## src/rtl/ps2_kbd_pkg.sv

```systemverilog
// Shared types and constants for the PS/2 scancode decoder: FSM states,
// prefix bytes, discard/fake-shift classification and the key event record.
package ps2_kbd_pkg;

    typedef enum logic [2:0] {
        ST_IDLE,
        ST_PRE_E0,
        ST_PRE_F0,
        ST_PRE_E0F0,
        ST_SKIP_E1
    } decState_e;

    localparam logic [7:0] PS2_EXT        = 8'hE0;
    localparam logic [7:0] PS2_BRK        = 8'hF0;
    localparam logic [7:0] PS2_PAUSE      = 8'hE1;
    localparam logic [7:0] PS2_PAUSE_CODE = 8'h77;
    localparam logic [7:0] FAKE_SHIFT_L   = 8'h12;
    localparam logic [7:0] FAKE_SHIFT_R   = 8'h59;

    // Bytes still owed to the E1 Pause sequence after the E1 itself.
    localparam int PAUSE_SKIP = 7;

    typedef struct packed {
        logic [7:0] code;
        logic       ext;
        logic       rel;
    } kbdEvent_t;

    // Controller responses and error codes that never describe a key.
    function automatic logic isDiscard(input logic [7:0] b);
        case (b)
            8'h00, 8'hAA, 8'hEE, 8'hFA,
            8'hFC, 8'hFD, 8'hFE, 8'hFF: isDiscard = 1'b1;
            default:                    isDiscard = 1'b0;
        endcase
    endfunction

    function automatic logic isFakeShift(input logic [7:0] b);
        isFakeShift = (b == FAKE_SHIFT_L) || (b == FAKE_SHIFT_R);
    endfunction

endpackage

```

## src/rtl/ps2_scancode_decoder_if.sv

```systemverilog
// Byte-in / key-event-out bundle of the scancode decoder.
// The slave modport is the decoder's view, master is the surrounding system.
interface ps2_scancode_decoder_if #(
    parameter int FIFO_DEPTH = 8
);
    localparam int CNT_W = $clog2(FIFO_DEPTH) + 1;

    logic [7:0]       rx_data;
    logic             rx_valid;
    logic [7:0]       key_code;
    logic             key_ext;
    logic             key_release;
    logic             key_valid;
    logic             key_ready;
    logic [CNT_W-1:0] fifo_count;
    logic             overflow;

    modport master (
        output rx_data, rx_valid, key_ready,
        input  key_code, key_ext, key_release, key_valid, fifo_count, overflow
    );

    modport slave (
        input  rx_data, rx_valid, key_ready,
        output key_code, key_ext, key_release, key_valid, fifo_count, overflow
    );

endinterface

```

## src/rtl/kbd_event_fifo.sv

```systemverilog
// Show-ahead synchronous FIFO of key events; the head is held after the
// FIFO drains so consumers never see stale memory contents.
module kbd_event_fifo
    import ps2_kbd_pkg::*;
#(
    parameter  int DEPTH = 8,
    localparam int PTR_W = $clog2(DEPTH),
    localparam int CNT_W = PTR_W + 1
) (
    input  logic             clk,
    input  logic             reset,
    input  logic             push_i,
    input  kbdEvent_t        pushData_i,
    input  logic             pop_i,
    output kbdEvent_t        head_o,
    output logic [CNT_W-1:0] count_o,
    output logic             full_o,
    output logic             empty_o
);

    kbdEvent_t        mem_q [DEPTH];
    kbdEvent_t        last_q;
    logic [PTR_W-1:0] wrPtr_q, wrPtr_d;
    logic [PTR_W-1:0] rdPtr_q, rdPtr_d;
    logic [CNT_W-1:0] count_q, count_d;
    logic             doPush, doPop;

    assign empty_o = (count_q == '0);
    assign full_o  = (count_q == CNT_W'(DEPTH));
    assign doPop   = pop_i && !empty_o;
    // A full FIFO still accepts a push when the head leaves in the same cycle.
    assign doPush  = push_i && (!full_o || doPop);

    always_comb begin
        wrPtr_d = doPush ? wrPtr_q + PTR_W'(1) : wrPtr_q;
        rdPtr_d = doPop  ? rdPtr_q + PTR_W'(1) : rdPtr_q;
        count_d = count_q;
        if (doPush && !doPop) begin
            count_d = count_q + CNT_W'(1);
        end else if (doPop && !doPush) begin
            count_d = count_q - CNT_W'(1);
        end
    end

    always_ff @(posedge clk) begin
        if (reset) begin
            wrPtr_q <= '0;
            rdPtr_q <= '0;
            count_q <= '0;
        end else begin
            wrPtr_q <= wrPtr_d;
            rdPtr_q <= rdPtr_d;
            count_q <= count_d;
        end
    end

    always_ff @(posedge clk) begin
        if (doPush) begin
            mem_q[wrPtr_q] <= pushData_i;
        end
    end

    always_ff @(posedge clk) begin
        if (reset) begin
            last_q <= '0;
        end else if (!empty_o) begin
            last_q <= mem_q[rdPtr_q];
        end
    end

    assign head_o  = empty_o ? last_q : mem_q[rdPtr_q];
    assign count_o = count_q;

endmodule

```

## src/rtl/ps2_scancode_decoder.sv

```systemverilog
// PS/2 set-2 decoder: strips E0/F0/E1 prefixes and queues key events.
// Build with PS2_REPEAT_FILTER_EN to drop typematic repeats of the held key.
module ps2_scancode_decoder
    import ps2_kbd_pkg::*;
#(
    parameter int FIFO_DEPTH     = 8,
    parameter int TIMEOUT_CYCLES = 2500000
) (
    input  logic                  CLK,
    input  logic                  reset,
    ps2_scancode_decoder_if.slave kbd
);

    localparam int                 TIMER_W    = $clog2(TIMEOUT_CYCLES) + 1;
    localparam logic [TIMER_W-1:0] TIMER_LAST = TIMER_W'(TIMEOUT_CYCLES - 1);
    localparam int                 CNT_W      = $clog2(FIFO_DEPTH) + 1;

    decState_e          state_q, state_d;
    logic [2:0]         skipCnt_q, skipCnt_d;
    logic [TIMER_W-1:0] timer_q, timer_d;
    logic               overflow_q, overflow_d;
    logic               timedOut;
    logic               rawPush;
    kbdEvent_t          rawEvent;
    logic               fifoPush;
    logic               fifoFull, fifoEmpty;
    logic [CNT_W-1:0]   fifoCount;
    kbdEvent_t          headEvent;

    // The idle timer only matters while a prefix sequence is half received.
    assign timedOut = (state_q != ST_IDLE) && (timer_q == TIMER_LAST);
    assign timer_d  = kbd.rx_valid ? '0 :
                      (timer_q == TIMER_LAST) ? timer_q : timer_q + TIMER_W'(1);

    always_comb begin
        state_d   = state_q;
        skipCnt_d = skipCnt_q;
        rawPush   = 1'b0;
        rawEvent  = '{code: kbd.rx_data, ext: 1'b0, rel: 1'b0};
        if (kbd.rx_valid) begin
            case (state_q)
                ST_IDLE: begin
                    if (kbd.rx_data == PS2_EXT) begin
                        state_d = ST_PRE_E0;
                    end else if (kbd.rx_data == PS2_BRK) begin
                        state_d = ST_PRE_F0;
                    end else if (kbd.rx_data == PS2_PAUSE) begin
                        state_d   = ST_SKIP_E1;
                        skipCnt_d = 3'(PAUSE_SKIP);
                    end else begin
                        rawPush = !isDiscard(kbd.rx_data);
                    end
                end
                ST_PRE_E0: begin
                    if (kbd.rx_data == PS2_BRK) begin
                        state_d = ST_PRE_E0F0;
                    end else begin
                        state_d      = ST_IDLE;
                        rawPush      = !isFakeShift(kbd.rx_data);
                        rawEvent.ext = 1'b1;
                    end
                end
                ST_PRE_F0: begin
                    state_d      = ST_IDLE;
                    rawPush      = 1'b1;
                    rawEvent.rel = 1'b1;
                end
                ST_PRE_E0F0: begin
                    state_d      = ST_IDLE;
                    rawPush      = !isFakeShift(kbd.rx_data);
                    rawEvent.ext = 1'b1;
                    rawEvent.rel = 1'b1;
                end
                ST_SKIP_E1: begin
                    // Pause has no break code, so the whole sequence becomes one make.
                    skipCnt_d = skipCnt_q - 3'd1;
                    if (skipCnt_q == 3'd1) begin
                        state_d  = ST_IDLE;
                        rawPush  = 1'b1;
                        rawEvent = '{code: PS2_PAUSE_CODE, ext: 1'b1, rel: 1'b0};
                    end
                end
                default: state_d = ST_IDLE;
            endcase
        end else if (timedOut) begin
            state_d = ST_IDLE;
        end
    end

    always_ff @(posedge CLK) begin
        if (reset) begin
            state_q   <= ST_IDLE;
            skipCnt_q <= '0;
            timer_q   <= '0;
        end else begin
            state_q   <= state_d;
            skipCnt_q <= skipCnt_d;
            timer_q   <= timer_d;
        end
    end

`ifdef PS2_REPEAT_FILTER_EN
    logic [7:0] heldCode_q, heldCode_d;
    logic       heldExt_q, heldExt_d;
    logic       heldValid_q, heldValid_d;
    logic       heldMatch;

    assign heldMatch = heldValid_q && (heldCode_q == rawEvent.code)
                       && (heldExt_q == rawEvent.ext);

    always_comb begin
        heldCode_d  = heldCode_q;
        heldExt_d   = heldExt_q;
        heldValid_d = heldValid_q;
        fifoPush    = rawPush;
        if (rawPush) begin
            if (rawEvent.rel) begin
                if (heldMatch) begin
                    heldValid_d = 1'b0;
                end
            end else if (heldMatch) begin
                fifoPush = 1'b0;
            end else begin
                heldCode_d  = rawEvent.code;
                heldExt_d   = rawEvent.ext;
                heldValid_d = 1'b1;
            end
        end
    end

    always_ff @(posedge CLK) begin
        if (reset) begin
            heldCode_q  <= '0;
            heldExt_q   <= 1'b0;
            heldValid_q <= 1'b0;
        end else begin
            heldCode_q  <= heldCode_d;
            heldExt_q   <= heldExt_d;
            heldValid_q <= heldValid_d;
        end
    end
`else
    assign fifoPush = rawPush;
`endif

    // Sticky record that a key event was lost to a full FIFO.
    assign overflow_d = overflow_q
                        | (fifoPush && fifoFull && !(kbd.key_ready && !fifoEmpty));

    always_ff @(posedge CLK) begin
        if (reset) begin
            overflow_q <= 1'b0;
        end else begin
            overflow_q <= overflow_d;
        end
    end

    kbd_event_fifo #(
        .DEPTH (FIFO_DEPTH)
    ) eventFifo (
        .clk        (CLK),
        .reset      (reset),
        .push_i     (fifoPush),
        .pushData_i (rawEvent),
        .pop_i      (kbd.key_ready),
        .head_o     (headEvent),
        .count_o    (fifoCount),
        .full_o     (fifoFull),
        .empty_o    (fifoEmpty)
    );

    assign kbd.key_code    = headEvent.code;
    assign kbd.key_ext     = headEvent.ext;
    assign kbd.key_release = headEvent.rel;
    assign kbd.key_valid   = !fifoEmpty;
    assign kbd.fifo_count  = fifoCount;
    assign kbd.overflow    = overflow_q;

endmodule

```

## src/flat_wrapper.sv

```systemverilog
// flat-port wrapper written by rule: the top's interface ports become plain ports
module ps2_scancode_decoder_flat import ps2_kbd_pkg::*;
#(
    parameter int FIFO_DEPTH     = 8,
    parameter int TIMEOUT_CYCLES = 2500000
)
  (CLK, reset, kbd_rx_data, kbd_rx_valid, kbd_key_ready, kbd_key_code, kbd_key_ext, kbd_key_release, kbd_key_valid, kbd_fifo_count, kbd_overflow);
  ps2_scancode_decoder_if #(.FIFO_DEPTH(FIFO_DEPTH)) kbd_i ();
  input  logic CLK;
  input  logic reset;
  input wire logic [$bits(kbd_i.rx_data)-1:0] kbd_rx_data;
  input wire logic [$bits(kbd_i.rx_valid)-1:0] kbd_rx_valid;
  input wire logic [$bits(kbd_i.key_ready)-1:0] kbd_key_ready;
  output wire logic [$bits(kbd_i.key_code)-1:0] kbd_key_code;
  output wire logic [$bits(kbd_i.key_ext)-1:0] kbd_key_ext;
  output wire logic [$bits(kbd_i.key_release)-1:0] kbd_key_release;
  output wire logic [$bits(kbd_i.key_valid)-1:0] kbd_key_valid;
  output wire logic [$bits(kbd_i.fifo_count)-1:0] kbd_fifo_count;
  output wire logic [$bits(kbd_i.overflow)-1:0] kbd_overflow;
  assign kbd_i.rx_data = kbd_rx_data;
  assign kbd_i.rx_valid = kbd_rx_valid;
  assign kbd_i.key_ready = kbd_key_ready;
  assign kbd_key_code = kbd_i.key_code;
  assign kbd_key_ext = kbd_i.key_ext;
  assign kbd_key_release = kbd_i.key_release;
  assign kbd_key_valid = kbd_i.key_valid;
  assign kbd_fifo_count = kbd_i.fifo_count;
  assign kbd_overflow = kbd_i.overflow;
  ps2_scancode_decoder #(.FIFO_DEPTH(FIFO_DEPTH), .TIMEOUT_CYCLES(TIMEOUT_CYCLES)) u_core (.CLK(CLK), .reset(reset), .kbd(kbd_i));
endmodule
```

## config.mk

```make
export PLATFORM = sky130hd
export DESIGN_NAME = ps2_scancode_decoder_flat
export DESIGN_NICKNAME = d
export VERILOG_FILES = /design/src/rtl/ps2_kbd_pkg.sv /design/src/rtl/ps2_scancode_decoder_if.sv /design/src/rtl/kbd_event_fifo.sv /design/src/rtl/ps2_scancode_decoder.sv /design/src/flat_wrapper.sv
export SDC_FILE = /design/constraint.sdc
export NUM_CORES = 1
export LEC_CHECK = 0
export BUFFER_PORTS_ARGS = -buffer_cell sky130_fd_sc_hd__buf_2
export CAP_MARGIN = 20
export CELL_PAD_IN_SITES_DETAIL_PLACEMENT = 1
export CELL_PAD_IN_SITES_GLOBAL_PLACEMENT = 1
export CORE_UTILIZATION = 50
export DETAILED_ROUTE_END_ITERATION = 6
export GPL_TIMING_DRIVEN = 0
export MAX_ROUTING_LAYER = met4
export PLACE_DENSITY = 0.78
export SYNTH_ARGS = -nofsm -noshare
export SYNTH_HDL_FRONTEND = slang
export SYNTH_HIERARCHICAL = 1
export SYNTH_SLANG_ARGS = --single-unit
```

## constraint.sdc

```tcl
create_clock -name CLK -period 4.1 [get_ports CLK]
set_input_delay 0.82 -clock CLK [delete_from_list [all_inputs] [get_ports CLK]]
set_output_delay 0.82 -clock CLK [all_outputs]
set_load 0.05 [all_outputs]
```

# --- Word level (Yosys, flattened, before mapping) ---
# Memory sizes are Yosys's and may differ from the RTL's. A register that Yosys moved wholly into a read port is not among the register bits.
# Index checks and enable logic that the tools add are counted.
totals:
  reg_bits: 50
  latchBits: 0
  ramBits: 80
  rom_bits: 0
  output_inout_bits: 16
  elab_cells: 107
  memories: 1
memory_table:
  columns: ["name", "words", "width", "read_ports", "rd_ports_with_merged_regs", "write_ports", "line_no", "rtl"]
  rows:
  - ["u_core.eventFifo.mem_q", 8, 10, 1, 1, 1, "kbd_event_fifo.sv:21", "kbdEvent_t mem_q [DEPTH];"]
op_classes:
  addsub: 6
  n_mul: 0
  n_div: 0
  order_cmp: 0
  eq_ne: 24
  shift: 0
  mux: 38
  bitwise_logic: 1
  reduce_logical: 27
ops:
  columns: ["op", "count"]
  rows:
  - ["8-bit equality test, second input constant", 10]
  - ["3-bit 2-to-1 mux", 11]
  - ["10-bit 2-to-1 mux", 3]
  - ["23-bit by 1-bit adder with 23-bit output, second input constant", 1]
  - ["23-bit by 22-bit equality test with 1-bit output, second input constant", 1]
  - ["1-bit 2-to-1 mux", 15]
  - ["3-bit case mux with 3 select lines", 1]
  - ["8-bit by 5-bit equality test with 1-bit output, second input constant", 1]
  - ["8-bit by 7-bit equality test with 1-bit output, second input constant", 1]
  - ["8-bit logical NOT", 1]
  - ["4-bit 2-to-1 mux", 2]
  - ["8-bit 2-to-1 mux", 1]
  - ["8-bit OR reduction", 1]
  - ["1-bit logical AND", 7]
  - ["3-bit by 1-bit adder with 3-bit output, second input constant", 2]
  - ["3-bit by 1-bit equality test with 1-bit output, second input constant", 2]
  - ["3-bit by 2-bit equality test with 1-bit output, second input constant", 2]
  - ["1-bit logical NOT", 6]
  - ["3-bit case mux with 2 select lines", 1]
  - ["2-bit nonzero test", 3]
  - ["5-bit by 2-bit != test with 1-bit output, second input constant", 1]
  - ["1-bit case mux with 5 select lines", 1]
  - ["5-bit AND reduction", 1]
  - ["4-bit by 1-bit adder with 4-bit output, second input constant", 1]
  - ["17 further kinds", 20]

# --- Logic depth before layout (Yosys ltp) ---
logic_depth:
  ltp_word: 19
  ltp_mapped: 15
  depth_no_buf: 15

# --- By module ---
# The synthesis kept the hierarchy.
modules_own_cells:
  columns: ["module", "n_inst", "cells_each", "area_per_inst_um2", "seq_area_each_um2"]
  rows:
  - ["kbd_event_fifo", 1, 280, 4191.5, 2862.7]
  - ["ps2_scancode_decoder", 1, 229, 1778.0, 600.6]

# --- Least setup slack after synthesis ---
# OpenSTA, ideal clock, no wires.
synth_timing:
  path_type: "input -> register"
  from: "input port kbd_rx_data[3]"
  to: "register u_core.eventFifo.count_q[3] (netlist: u_core/eventFifo/count_o[3])"
  arrival_ns: 3.720
  required_ns: 3.977
  slack_ns: 0.256
  path_stages: 15
  path_buffers: 1
  path_cell_list: "buf_6 -> or4_4 -> o41ai_1 -> nor3_1 -> a211oi_1 -> nor2_1 -> o21ai_2 -> inv_2 -> ha_1 -> inv_1 -> ha_1 -> a21oi_1 -> a211oi_1 -> a31oi_1 -> mux2_1"
synth_between:
  elab_chain_len: 18
synth_lines:
  columns: ["item", "line_no", "rtl"]
  rows:
  - ["start: declaration", "flat_wrapper.sv:11", "input wire logic [$bits(kbd_i.rx_data)-1:0] kbd_rx_data;"]
  - ["8-bit equality test or 8-bit logical NOT (tied branches)", "ps2_kbd_pkg.sv:31", "case (b)"]
  - ["8-bit OR reduction", "ps2_kbd_pkg.sv:31", null]
  - ["1-bit 2-to-1 mux", "ps2_kbd_pkg.sv:31", null]
  - ["1-bit 2-to-1 mux", "ps2_scancode_decoder.sv:47", "end else if (kbd.rx_data == PS2_PAUSE) begin"]
  - ["1-bit 2-to-1 mux", "ps2_scancode_decoder.sv:45", "end else if (kbd.rx_data == PS2_BRK) begin"]
  - ["1-bit 2-to-1 mux", "ps2_scancode_decoder.sv:43", "if (kbd.rx_data == PS2_EXT) begin"]
  - ["1-bit 2-to-1 mux", "ps2_scancode_decoder.sv:41", "case (state_q)"]
  - ["1-bit 2-to-1 mux", "ps2_scancode_decoder.sv:40", "if (kbd.rx_valid) begin"]
  - ["(+4 left out)", null, null]
  - ["1-bit case mux with 5 select lines *", "ps2_scancode_decoder.sv:41", null]
  - ["1-bit 2-to-1 mux *", "ps2_scancode_decoder.sv:40", null]
  - ["via u_core.fifoPush", "ps2_scancode_decoder.sv:25", "logic fifoPush;"]
  - ["1-bit logical AND *", "kbd_event_fifo.sv:32", "assign doPush = push_i && (!full_o || doPop);"]
  - ["via u_core.eventFifo.doPush", "kbd_event_fifo.sv:26", "logic doPush, doPop;"]
  - ["1-bit logical NOT", "kbd_event_fifo.sv:40", "end else if (doPop && !doPush) begin"]
  - ["1-bit logical AND", "kbd_event_fifo.sv:40", null]
  - ["2-bit nonzero test (no source line)", null, null]
  - ["end signal: assignment", "kbd_event_fifo.sv:53", "count_q <= count_d;"]
  - ["end: declaration", "kbd_event_fifo.sv:25", "logic [CNT_W-1:0] count_q, count_d;"]
# The timed path passes the listed nets; every way through them passes the cells marked *. The select of a mux whose other input is x is not followed.
# A chain may end at the register's enable or synchronous reset.

# --- Worst setup path in the final report ---
layout_timing:
  from: "input port kbd_rx_data[0]"
  to: "register u_core.eventFifo.count_q[3] (netlist: u_core/eventFifo/count_o[3])"
# Same word-level chain as after synthesis.

==> results.md <==
* Status: finished with violations
* Failing checks: design-rule violations
* Largest area contributor in the netlist: edfxtp_1
* Worst Tran Pin Value at 1050 ps
* Pin count of the biggest net entering global routing at 17
* Die Y at about 110 um
* Placed instance count at roughly 680
* Post-route minimum period at around 3900 ps
* DR iter-0 viols at 216
* Chip Width at between 100 and 150 um
* CP max-delay cell: or4_4
* Leak at roughly 0.0024 uW
* Final Non-Filler Cells at 710
* Nets at between 500 and 600
* Wire per inst at roughly 21 um
* Reg-to-reg setup timing slack at around 560 ps
* Crit Path Class: input port to flop
* Largest family of logic cells by synthesized area: simple AND/OR/NAND/NOR gates
* Root Buffer: clkbuf_16
* Inserted Clock Buffers at 17
* Number of max-cap violations at 0
* Avg Inst Size Synth at roughly 12 um2
* N_diodes at 0
* FP Rows at 39
* Compound-Gate Fraction of Synth Area at 10.7%
* GPL Wtd Cong at roughly 0.75
* DR pass1 iterations at 6
* Starting Density at 51.8%
* Final hold violation count at 0
* First-pass GRT wire length at approximately 24 mm
* Clock tree buffer depth at 2
* Total Wirelength at roughly 15 mm
* Top cells by area, synth: edfxtp_1 (40%), dfxtp_1 (18%), mux2i_1 (3.7%), nand2_1 (2.8%), nor2_1 (2.8%)
* Synth cell types at 60
* Post-CTS setup buffers at 0
* Setup crit end kind: flop
* Initial antenna violation count at 1
* Dpl hpwl at a little under 10 mm
* Power per cell area at roughly 680 nW/um2
* Total grt overflow at 0
* Residual DRC at 4
* Post-synthesis async set-or-reset flop share at 0%
* Commonest cells after routing, fill and taps aside: edfxtp_1 (80), dfxtp_1 (53), nand2_1 (44), nor2_1 (43), buf_2 (29)
* Worst path max stage delay at 570 ps
* Grt met3 use at slightly below 6%
* Post-synth EDFFs at 80
* Mapped Nets at 530
* Clk sinks at between 100 and 150
* CP cell instances: buf_2 > or4_4 > o41ai_2 > nor3_1 > a211oi_2 > nor2_2 > o21ai_4 > inv_2 > ha_1 > inv_1 > ha_1 > a21oi_1 > a211oi_1 > a31oi_1 > mux2_1
* Top cell type's share of synthesized area at around two fifths
* Final ANT Viol Nets at 0
* Seq/Total Area, Yosys at slightly below 60%
* Hold Crit Start: u_core/kbd.overflow
* Clock Latency Late Sink at a little over 400 ps
* Clock transition at the registers of the reported paths at ~50 ps
* Ports at 28
* Hold Crit Endpoint: u_core/kbd.overflow
* Synth-to-Final Area Change at 15.1%
* Most common cell after layout, fill and taps aside: edfxtp_1
* Total die area at roughly 12000 um2
* Port Buffers at 24
* H-tree levels at 4
* Mux cell area share after synthesis at 7.65%
* Vias after detailed routing at ~4200
* Worst reg2reg path depth at 15
* Core area at approximately 12000 um2
* Slew Limit Headroom at roughly 30%
* Hold Path Class: flop to flop
* Worst EP required at 4400 ps
* Vias/cell at slightly below 6
* Worst Hold Depth at 2
* Final worst-path cycle share at a little under 100%
* Synth Area in Simple Gates at around 15%
* Gr busiest metal: met2
* Crit-path most repeated cell: ha_1
* Fillers at 1190
* Sum of buffers and inverters on the critical path at 3
* Slew Limit Fails at 0
* Synth Area in Adders at slightly above 2%
* Met1 usage at 30.6%
* Worst setup startpoint: kbd_rx_data[0]
* Post-synthesis xor/xnor area fraction at 3.08%
* WP data arrival at between 4000 and 5000 ps
* Mapped Area at 5970 um2
* Main flop type after synthesis: edfxtp_1
* Cell count after synthesis at approximately 510
* GRT Total Usage at a little over a quarter
* Kind of cell adding the most delay to the critical path: compound AO/OA/AOI/OAI gates
* Crit Path Max Fanout at 8
* Power Total at ~4700 uW
* Worst Setup Start Kind: input port
* Number of global-route vias before repair at about 4400
* Register bit total from synthesis at approximately 130
* CTS tree: yes
* Met2 GRT Util at between 40% and 50%
* Clock Skew at between 10 and 15 ps
* FF-to-FF Start: u_core/state_q[1]
* Achievable Freq at ~250 MHz
* R2r endpoint: u_core/eventFifo/count_o[3]
* Yosys warning count at 6
* Ratio of cells with drive above 1 in the final layout at 18.7%
* Max VDD drop at about 0.40 mV
* Setup violations, final at 0
worst min-delay path, delay by kind of cell (launching register included):
kind	cells	cell delay, ps
AO/OA/AOI/OAI	1	70
flip-flops	1	300
buffers and inverters	1	50
flip-flops by register name (all words and copies together), names as in the netlist, 3 cells and up, named ones only:
name                      cells
u_core/eventFifo/count_o      4
u_core/eventFifo/last_q      10
u_core/timer_q               23
u_core/eventFifo/rdPtr_q      3
u_core/eventFifo/wrPtr_q      3
u_core/skipCnt_q              3
u_core/eventFifo/mem_q       80
u_core/state_q                3
through the flow:
step                      TNS [ps]  setup WS (ps)  cell area [um2]  utilization (%)  hold slack, ps
after floorplan                  0            256             5970                -             435
after global placement       -2570           -374             6270             54.4             441
after detailed placement      -537           -438             6300             54.7             447
after CTS                        0            102             6860             59.5             469
after global routing         -35.7          -35.7             6870             59.7             483
final                            0            157             6870             59.7             466
per-layer routing:
| layer | part of all wire (%) | wire length, um |
|---|---|---|
| met2 | 53 | 7830 |
| met5 | 0 | 0 |
| met3 | 2.9 | 428 |
| met1 | 43 | 6350 |
| met4 | 1.4 | 201 |
cell type report:
class	instances	area, um2	area share, %
Timing Repair Buffer	26	133	1.93
Tap cell	143	179	2.60
Sequential cell	133	3460	50.4
Inverter	16	60.1	0.874
Buffer	22	129	1.88
Multi-Input combinational cell	338	2360	34.4
Clock inverter	13	115	1.67
Clock buffer	19	433	6.30
synth_stat cells (all sizes together), types with 8 or more instances:
| library cell | number |
|---|---|
| edfxtp | 80 |
| mux2i | 22 |
| buf | 12 |
| nand2b | 14 |
| a21oi | 13 |
| nand2 | 44 |
| nor2 | 45 |
| o22ai | 11 |
| dfxtp | 53 |
| ha | 8 |
| xnor2 | 13 |
| inv | 16 |
| nor3 | 13 |
| o31ai | 10 |
| o21ai | 25 |
| mux2 | 21 |
| clkbuf | 10 |
| nand3 | 14 |
| a221o | 10 |
| xor2 | 8 |
power by group:
| part | internal (uW) | switching [uW] |
|---|---|---|
| sequential | 1540 | 87.6 |
| clock | 880 | 552 |
| combinational | 507 | 1090 |
logic make-up after synthesis:
logic type | count (synthesis)
buffers and inverters | 38
muxes | 43
xor gates and xnor gates | 21
adders and majority gates | 9
AOI/OAI and AO/OA | 88
and+or+nand+nor | 177
DFF | 133
how the worst max path moves through the flow:
| stage | to | slack (ps) | depth (start not counted) |
|---|---|---|---|
| after CTS | u_core/eventFifo/count_o[3] | 100 | 15 |
| after global routing | u_core/eventFifo/count_o[3] | -40 | 15 |
| after detailed placement | u_core/eventFifo/count_o[3] | -440 | 15 |
| final | u_core/eventFifo/count_o[3] | 160 | 15 |
| after floorplan | u_core/eventFifo/count_o[3] | 260 | 15 |
| after global placement | u_core/eventFifo/count_o[3] | -370 | 15 |
repair_timing:
item / CTS / global route
pin swaps: 0 / 1
setup endpoints to repair: 1 / 1
hold buffers: 0 / 0
gates resized for setup: 1 / 3
Power figures use the tool's default switching activity.
